### config.mk
export PLATFORM = sky130hd
export DESIGN_NAME = keccak_step_ctrl
export DESIGN_NICKNAME = d
export VERILOG_FILES = /design/src/rtl/keccak_ctrl_pkg.sv /design/src/rtl/keccak_step_ctrl_step_counter.sv /design/src/rtl/keccak_step_ctrl.sv
export SDC_FILE = /design/constraint.sdc
export NUM_CORES = 1
export LEC_CHECK = 0
export ABC_CLOCK_PERIOD_IN_PS = 2150
export BUFFER_PORTS_ARGS = -buffer_cell sky130_fd_sc_hd__buf_4
export CELL_PAD_IN_SITES_DETAIL_PLACEMENT = 1
export CELL_PAD_IN_SITES_GLOBAL_PLACEMENT = 2
export CORE_MARGIN = 8
export CORE_UTILIZATION = 30
export CTS_CLUSTER_DIAMETER = 50
export DETAILED_ROUTE_END_ITERATION = 8
export PLACE_DENSITY = 0.79
export SETUP_SLACK_MARGIN = 0.15
export SLEW_MARGIN = 20
export SYNTH_ARGS = -nofsm -noshare
export SYNTH_HDL_FRONTEND = slang
export SYNTH_SLANG_ARGS = --single-unit
export TNS_END_PERCENT = 5
### constraint.sdc
create_clock -name clk -period 2.15 [get_ports clk]
set_input_delay 0.215 -clock clk [delete_from_list [all_inputs] [get_ports clk]]
set_output_delay 0.215 -clock clk [all_outputs]
set_load 0.05 [all_outputs]
### src/rtl/keccak_ctrl_pkg.sv
// Shared types and defaults for the Keccak step controller.
// Holds the state encoding, the registered output bundle and its decoder.
package keccak_ctrl_pkg;

  typedef enum logic [2:0] {
    ST_IDLE  = 3'd0,
    ST_INIT  = 3'd1,
    ST_READ  = 3'd2,
    ST_LOAD  = 3'd3,
    ST_CAL   = 3'd4,
    ST_WRITE = 3'd5,
    ST_DONE  = 3'd6
  } ctrl_state_e;

  localparam int DEF_N_LINES    = 64;
  localparam int DEF_N_ROUNDS   = 1;
  localparam int DEF_CAL_CYCLES = 1;

  typedef struct packed {
    logic clr;
    logic read_file;
    logic write_reg;
    logic fb_sel;
    logic cal_en;
    logic write_file;
    logic busy;
    logic done;
  } ctrl_out_t;

  function automatic int cnt_width(input int n);
    return ($clog2(n) < 1) ? 1 : $clog2(n);
  endfunction

  // Moore decode of a state; fb is only honoured in LOAD.
  function automatic ctrl_out_t decode_outputs(input ctrl_state_e st, input logic fb);
    ctrl_out_t o;
    o      = '0;
    o.busy = (st != ST_IDLE);
    case (st)
      ST_INIT: begin
        o.clr       = 1'b1;
        o.read_file = 1'b1;
      end
      ST_LOAD: begin
        o.write_reg = 1'b1;
        o.fb_sel    = fb;
      end
      ST_CAL:   o.cal_en     = 1'b1;
      ST_WRITE: o.write_file = 1'b1;
      ST_DONE:  o.done       = 1'b1;
      default:  o.busy       = (st != ST_IDLE);
    endcase
    return o;
  endfunction

endpackage

### src/rtl/keccak_step_ctrl_step_counter.sv
// Saturating up-counter with clear; stops at LAST so it never wraps.
module step_counter #(
  parameter int W    = 1,
  parameter int LAST = 0
) (
  input  logic         clk,
  input  logic         rst,
  input  logic         clr,
  input  logic         inc,
  output logic [W-1:0] value,
  output logic         at_last
);

  logic [W-1:0] cnt_r;

  assign value   = cnt_r;
  assign at_last = (cnt_r == W'(LAST));

  // count register: clear wins over increment, hold once terminal
  always_ff @(posedge clk) begin
    if (rst) begin
      cnt_r <= '0;
    end else if (clr) begin
      cnt_r <= '0;
    end else if (inc && !at_last) begin
      cnt_r <= cnt_r + W'(1'b1);
    end else begin
      cnt_r <= cnt_r;
    end
  end

endmodule

### src/rtl/keccak_step_ctrl.sv
// Sequencer for a line-by-line Keccak datapath: load, iterate rounds, write back.
// Strobes are registered from the next state so they line up with state_r.
module keccak_step_ctrl
  import keccak_ctrl_pkg::*;
#(
  parameter  int N_LINES    = DEF_N_LINES,
  parameter  int N_ROUNDS   = DEF_N_ROUNDS,
  parameter  int CAL_CYCLES = DEF_CAL_CYCLES,
  localparam int LW         = cnt_width(N_LINES),
  localparam int RW         = cnt_width(N_ROUNDS)
) (
  input  logic          clk,
  input  logic          rst,
  input  logic          start,
  input  logic          abort,
  output logic [LW-1:0] line_index,
  output logic [RW-1:0] round_index,
  output logic          clr,
  output logic          read_file,
  output logic          write_reg,
  output logic          fb_sel,
  output logic          cal_en,
  output logic          write_file,
  output logic          busy,
  output logic          done
);

  localparam int CW = cnt_width(CAL_CYCLES);

  ctrl_state_e   state_r;
  ctrl_state_e   state_nx_s;
  ctrl_out_t     out_r;
  logic          fb_nx_s;
  logic          line_clr_s, line_inc_s, line_last_s;
  logic          round_clr_s, round_inc_s, round_last_s;
  logic          lat_clr_s, lat_inc_s, lat_last_s;
  logic [CW-1:0] lat_cnt_s;

  step_counter #(.W(LW), .LAST(N_LINES - 1)) u_line_cnt (
    .clk(clk), .rst(rst), .clr(line_clr_s), .inc(line_inc_s),
    .value(line_index), .at_last(line_last_s)
  );

  step_counter #(.W(RW), .LAST(N_ROUNDS - 1)) u_round_cnt (
    .clk(clk), .rst(rst), .clr(round_clr_s), .inc(round_inc_s),
    .value(round_index), .at_last(round_last_s)
  );

  step_counter #(.W(CW), .LAST(CAL_CYCLES - 1)) u_lat_cnt (
    .clk(clk), .rst(rst), .clr(lat_clr_s), .inc(lat_inc_s),
    .value(lat_cnt_s), .at_last(lat_last_s)
  );

  // counter control; an aborting cycle leaves the counters untouched
  always_comb begin
    line_clr_s  = 1'b0;
    line_inc_s  = 1'b0;
    round_clr_s = 1'b0;
    round_inc_s = 1'b0;
    lat_clr_s   = 1'b0;
    lat_inc_s   = 1'b0;
    if (!abort) begin
      case (state_r)
        ST_INIT: begin
          line_clr_s  = 1'b1;
          round_clr_s = 1'b1;
          lat_clr_s   = 1'b1;
        end
        ST_LOAD: lat_clr_s = 1'b1;
        ST_CAL: begin
          lat_inc_s   = !lat_last_s;
          round_inc_s = lat_last_s && !round_last_s;
        end
        ST_WRITE: begin
          line_inc_s  = !line_last_s;
          round_clr_s = !line_last_s;
        end
        default: lat_clr_s = 1'b0;
      endcase
    end else begin
      lat_clr_s = 1'b0;
    end
  end

  // next-state logic; abort outside IDLE overrides every transition
  always_comb begin
    state_nx_s = state_r;
    fb_nx_s    = (state_r == ST_CAL);
    case (state_r)
      ST_IDLE:  state_nx_s = (start && !abort) ? ST_INIT : ST_IDLE;
      ST_INIT:  state_nx_s = ST_READ;
      ST_READ:  state_nx_s = ST_LOAD;
      ST_LOAD:  state_nx_s = ST_CAL;
      ST_CAL: begin
        if (lat_last_s) begin
          state_nx_s = round_last_s ? ST_WRITE : ST_LOAD;
        end else begin
          state_nx_s = ST_CAL;
        end
      end
      ST_WRITE: state_nx_s = line_last_s ? ST_DONE : ST_LOAD;
      ST_DONE:  state_nx_s = ST_IDLE;
      default:  state_nx_s = ST_IDLE;
    endcase
    if (abort && (state_r != ST_IDLE)) begin
      state_nx_s = ST_IDLE;
    end else begin
      state_nx_s = state_nx_s;
    end
  end

  // state and registered output strobes
  always_ff @(posedge clk) begin
    if (rst) begin
      state_r <= ST_IDLE;
      out_r   <= '0;
    end else begin
      state_r <= state_nx_s;
      out_r   <= decode_outputs(state_nx_s, fb_nx_s);
    end
  end

  assign clr        = out_r.clr;
  assign read_file  = out_r.read_file;
  assign write_reg  = out_r.write_reg;
  assign fb_sel     = out_r.fb_sel;
  assign cal_en     = out_r.cal_en;
  assign write_file = out_r.write_file;
  assign busy       = out_r.busy;
  assign done       = out_r.done;

endmodule

== Yosys cells after proc, flatten, opt, wreduce, memory -nomap -nowiden ==
Index checks and enable logic that the tools add are counted.

* Bits in registers: 19
* Bits of input ports: 4
* Output and inout bits: 15

* $add $sub $neg: 3
* Equal/unequal tests: 11
* Mux-type cells: 23
* Bitwise logic cells: 2
* Reductions and logical operators: 16

{| class="wikitable"
|+ Operators by type and width
! kind !! count
|-
| $pmux W3 S6 || 1
|-
| $eq A3 B3 Y1 const B || 5
|-
| $mux W1 || 15
|-
| $mux W3 || 4
|-
| $reduce_or A2 Y1 || 5
|-
| $eq A3 B2 Y1 const B || 3
|-
| $add A6 B1 Y6 const B || 1
|-
| $eq A3 B1 Y1 const B || 2
|-
| $eq A6 B6 Y1 const B || 1
|-
| $logic_and A1 B1 Y1 || 6
|-
| $reduce_bool A3 Y1 || 2
|-
| $mux W2 || 2
|-
| $logic_not A3 Y1 || 1
|-
| $add A1 B1 Y1 const B || 2
|-
| $logic_not A1 Y1 || 2
|-
| $not A1 Y1 || 2
|-
| $pmux W1 S2 || 1
|}

== Depth between registers and ports, before layout ==
* Depth after elaboration: 8
* Depth in mapped cells: 6
* Depth with buffers taken out: 5

== Cells and area by module ==
A second synthesis with hierarchy kept.

* Cells, all modules: 94
* Area, all modules: 877.1 µm²

{| class="wikitable"
|+ Modules (own cells, without submodules)
! module !! times used !! cells each !! area each (µm²)
|-
| keccak_step_ctrl || 1 || 56 || 506.7
|-
| step_counter at u_line_cnt || 1 || 32 || 292.8
|-
| step_counter at u_lat_cnt ... || 2 || 3 || 38.8
|}

== Worst setup path after synthesis ==
No wires, ideal clock.

* Path type: register to register
* From: register u_line_cnt.cnt_r[0], in the netlist u_line_cnt.value[0]
* To: register out_r (netlist bit busy)
* Setup time: 127 ps
* Arrival: 1850 ps
* Path slack: 173 ps
* Cell stages (with the launch flop): 6
* Path buffers: 0
* Period minus slack after synthesis: 1977 ps
* Cell sequence: dfxtp_1 -> ha_1 -> and4_1 -> a21o_2 -> a311oi_1 -> or3_1

* Word-level cells in the longest chain between the ends: 5

{| class="wikitable"
|+ Ends and longest elaborated chain
! element !! line !! text
|-
| start, declared || keccak_step_ctrl_step_counter.sv:14 || <nowiki>logic [W-1:0] cnt_r;</nowiki>
|-
| start signal, assigned || keccak_step_ctrl_step_counter.sv:26 || <nowiki>cnt_r <= cnt_r + W'(1'b1);</nowiki>
|-
| start signal, assigned || keccak_step_ctrl_step_counter.sv:28 || <nowiki>cnt_r <= cnt_r;</nowiki>
|-
| $eq A6 B6 Y1 || keccak_step_ctrl_step_counter.sv:17 || <nowiki>assign at_last = (cnt_r == W'(LAST));</nowiki>
|-
| $mux W3 || keccak_step_ctrl.sv:101 || <nowiki>ST_WRITE: state_nx_s = line_last_s ? ST_DONE : ST_LOAD;</nowiki>
|-
| $pmux W3 S6 || keccak_step_ctrl.sv:89 || <nowiki>case (state_r)</nowiki>
|-
| $mux W3 || keccak_step_ctrl.sv:105 || <nowiki>if (abort && (state_r != ST_IDLE)) begin</nowiki>
|-
| $reduce_bool A3 Y1 || keccak_ctrl_pkg.sv:38, keccak_ctrl_pkg.sv:51 ||
|-
| end signal, assigned || keccak_step_ctrl.sv:119 || <nowiki>out_r <= decode_outputs(state_nx_s, fb_nx_s);</nowiki>
|-
| end, declared || keccak_step_ctrl.sv:32 || <nowiki>ctrl_out_t out_r;</nowiki>
|}

Every way passes these cells.
A chain may end at the register's enable or synchronous reset.

== Worst setup path in the final report ==
Same ends and word-level chain as after synthesis.

==> run_results.csv <==
group,metric,value,unit
outcome,status,"complete, no violations",
clock_network,clock-sinks,18,
floorplan,rows,18,
finish,finalNetCount,109,
routing,post_drt_via_cell_ratio,5.17,
routing,ant_nets,0,
synth,yosysTopAreaCell,"dfxtp_1",
synth,synth-edff-count,0,
grt,grt_pass1_vias,726,
floorplan,start_util,32.1,%
floorplan,die_w,67.7,um
synth,synth_warnings,0,
sta,setup_viol,0,
synth,syn_inst,83,
routing,vias,682,
grt,antenna_found_initial,0,
place,gp_congestion,0.765,
clock_network,ctsLongestPathBuffers,2,
clock_network,cts-buffers-inserted,3,
worst_setup_path,r2r-start,"u_line_cnt.value[0]",
worst_setup_path,end_kind,"register",
floorplan,die_h,67.7,um
sta,rsz0062_at_grt,"no",
hold_path,min_path_cells,2,
grt,grt_pass1_wl,3.28,mm
grt,grt_overflow,0,
worst_setup_path,path_class,"reg2reg",
clock_network,post_cts_buffers,0,
worst_setup_path,crit_fanout,5,
run,maxCapViolCount,0,
synth,seq_area_frac_synth,44.9,%
floorplan,io-pin-count,19,
worst_setup_path,r2r_cells,5,
hold_path,hold_class,"in2reg",
grt,grt_use_total,9.14,%
worst_setup_path,startpoint_type,"register",
power_and_ir_drop,p_per_area,570,nW/um2
synth,synth_top_area_share,44.9,%
clock_network,cts_resized,0,
place,pre_cts_ws,388,ps
sta,skew,3.05,ps
routing,postRouteWirelength,1.92,mm
sta,slew_viol_final,0,
routing,drc,0,
place,dpl_cell_area,960,um2
hold_path,min-delay-start,"rst",
sta,setup_tns,0,ps
sta,fmax,568,MHz
grt,grt_max_degree,12,
routing,first_pass_iters,3,
synth,syn_nets,88,
clock_network,postCtsHoldBufs,0,
finish,syn2layout_area_growth,22.5,%
sta,relSlewSlack,74.7,%
floorplan,fp.dieArea,4580,um2
synth,yosys-top-cells-area,"dfxtp_1, nor2_1, a21oi_1",
sta,period_minus_slack,1760,ps
place,portBuffers,18,
synth,yosys.cell_types.count,35,
worst_setup_path,worstPathRequired,2320,ps
worst_setup_path,crit_arrival,1940,ps
clock_network,clkSlewWorstSetupHoldPaths,100,ps
clock_network,worstSkewPairLatency,280,ps
power_and_ir_drop,p_leak,0.419,nW
synth,ys_ff_latch,18,
finish,postLayoutCellArea,982,um2
routing,drt_iter0_drc,9,
clock_network,cts-root-buf,"clkbuf_4",
synth,async_flop_share,0,%
finish,drive_gt1_share,29.4,%
sta,fin_ws,389,ps
sta,holdWs,151,ps
sta,hold_viol_final,0,
floorplan,fp.coreArea,2500,um2
worst_setup_path,startpoint,"u_line_cnt.value[0]",
clock_network,tritoncts,"built",
routing,avgRoutedWirePerCell,14.5,um
synth,synth_flop_cell,"dfxtp_1",
sta,period_share,81.9,%
synth,syn-cell-area,802,um2
finish,diodes,0,
clock_network,ctsHtreeMaxLevel,1,
sta,tightest_slew,379,ps
finish,largest_reg_flops,6,
place,post-dp-hpwl,1.47,mm
power_and_ir_drop,ir_drop,0.229,mV
synth,syn_area_per_cell,9.66,um2
area by class of cell:
class	instances	area, um2
repair buffers	19	143
multi-input cells	59	408
inverters	3	11.3
clock buffers	3	22.5
fillers	301	1520
well taps	30	37.5
flip-flops and latches	18	360
cell usage in the layout, fill, tap and decap left out, types with 2 or more instances in the layout:
cell / n
nor2b_1: 2
a21oi_1: 6
nand2_1: 2
nor2_1: 9
clkbuf_4: 3
buf_4: 19
dfxtp_1: 18
a211oi_1: 4
or3_1: 3
o21ai_0: 3
xnor2_1: 3
inv_1: 3
nor3b_1: 2
nand4b_1: 2
nand3b_1: 2
worst paths after layout:
path / end / slack [ps]
setup / recovery: busy / 390
setup reg to reg: busy / 390
hold / removal: u_lat_cnt.value / 150
hold reg to reg: u_lat_cnt.value / 510
layer usage:
metal,GRT usage (%),wire (um),share of wire [%]
met3,2.98,116,6.1
met4,3.92,18,0.94
met5,0,0,0
met2,14.7,869,45
met1,10.9,911,48
cell families (layout without fill, tap and decap cells):
kind of cell             Yosys count  count (layout)  share of synthesized area, %
flip-flops                        18              18                          44.9
adder cells (fa/ha/maj)            1               1                          1.56
AND/OR/NAND/NOR                   33              33                          26.5
XOR/XNOR                           3               3                          3.28
AO/OA/AOI/OAI                     22              22                          19.5
buffers and inverters              6              25                          4.21
power breakdown:
group          switching, mW  leakage (nW)  total, mW  internal, mW
clock                 0.0969        0.0138      0.162        0.0648
sequential           0.00490         0.145      0.343         0.338
combinational         0.0355         0.260     0.0550        0.0194
total                  0.137         0.419      0.560         0.422
synthesized netlist by cell type (all sizes together), types with 2 or more instances:
library cell	number
xnor2	3
or3	3
nor3b	2
o21ai	3
nand3b	3
a21oi	6
nor2b	2
nand2	2
a211oi	4
dfxtp	18
buf	3
a21o	2
nand4b	2
inv	3
nor2	9
per-stage QoR:
stage / power [mW] / util [%] / instances
floorplan: 0.389 / - / 83
global placement: 0.405 / 38.4 / 129
detailed placement: 0.406 / 38.4 / 129
CTS: 0.570 / 39.3 / 132
global route: 0.598 / 39.3 / 132
finish: 0.560 / 39.3 / 132
worst max-delay path, stage by stage, from the launching register on:
cell and delay, ps:
dfxtp_1 400, ha_1 270, and4_1 280, a21o_2 200, a311oi_1 130, or3_1 370
Power figures use the tool's default switching activity.
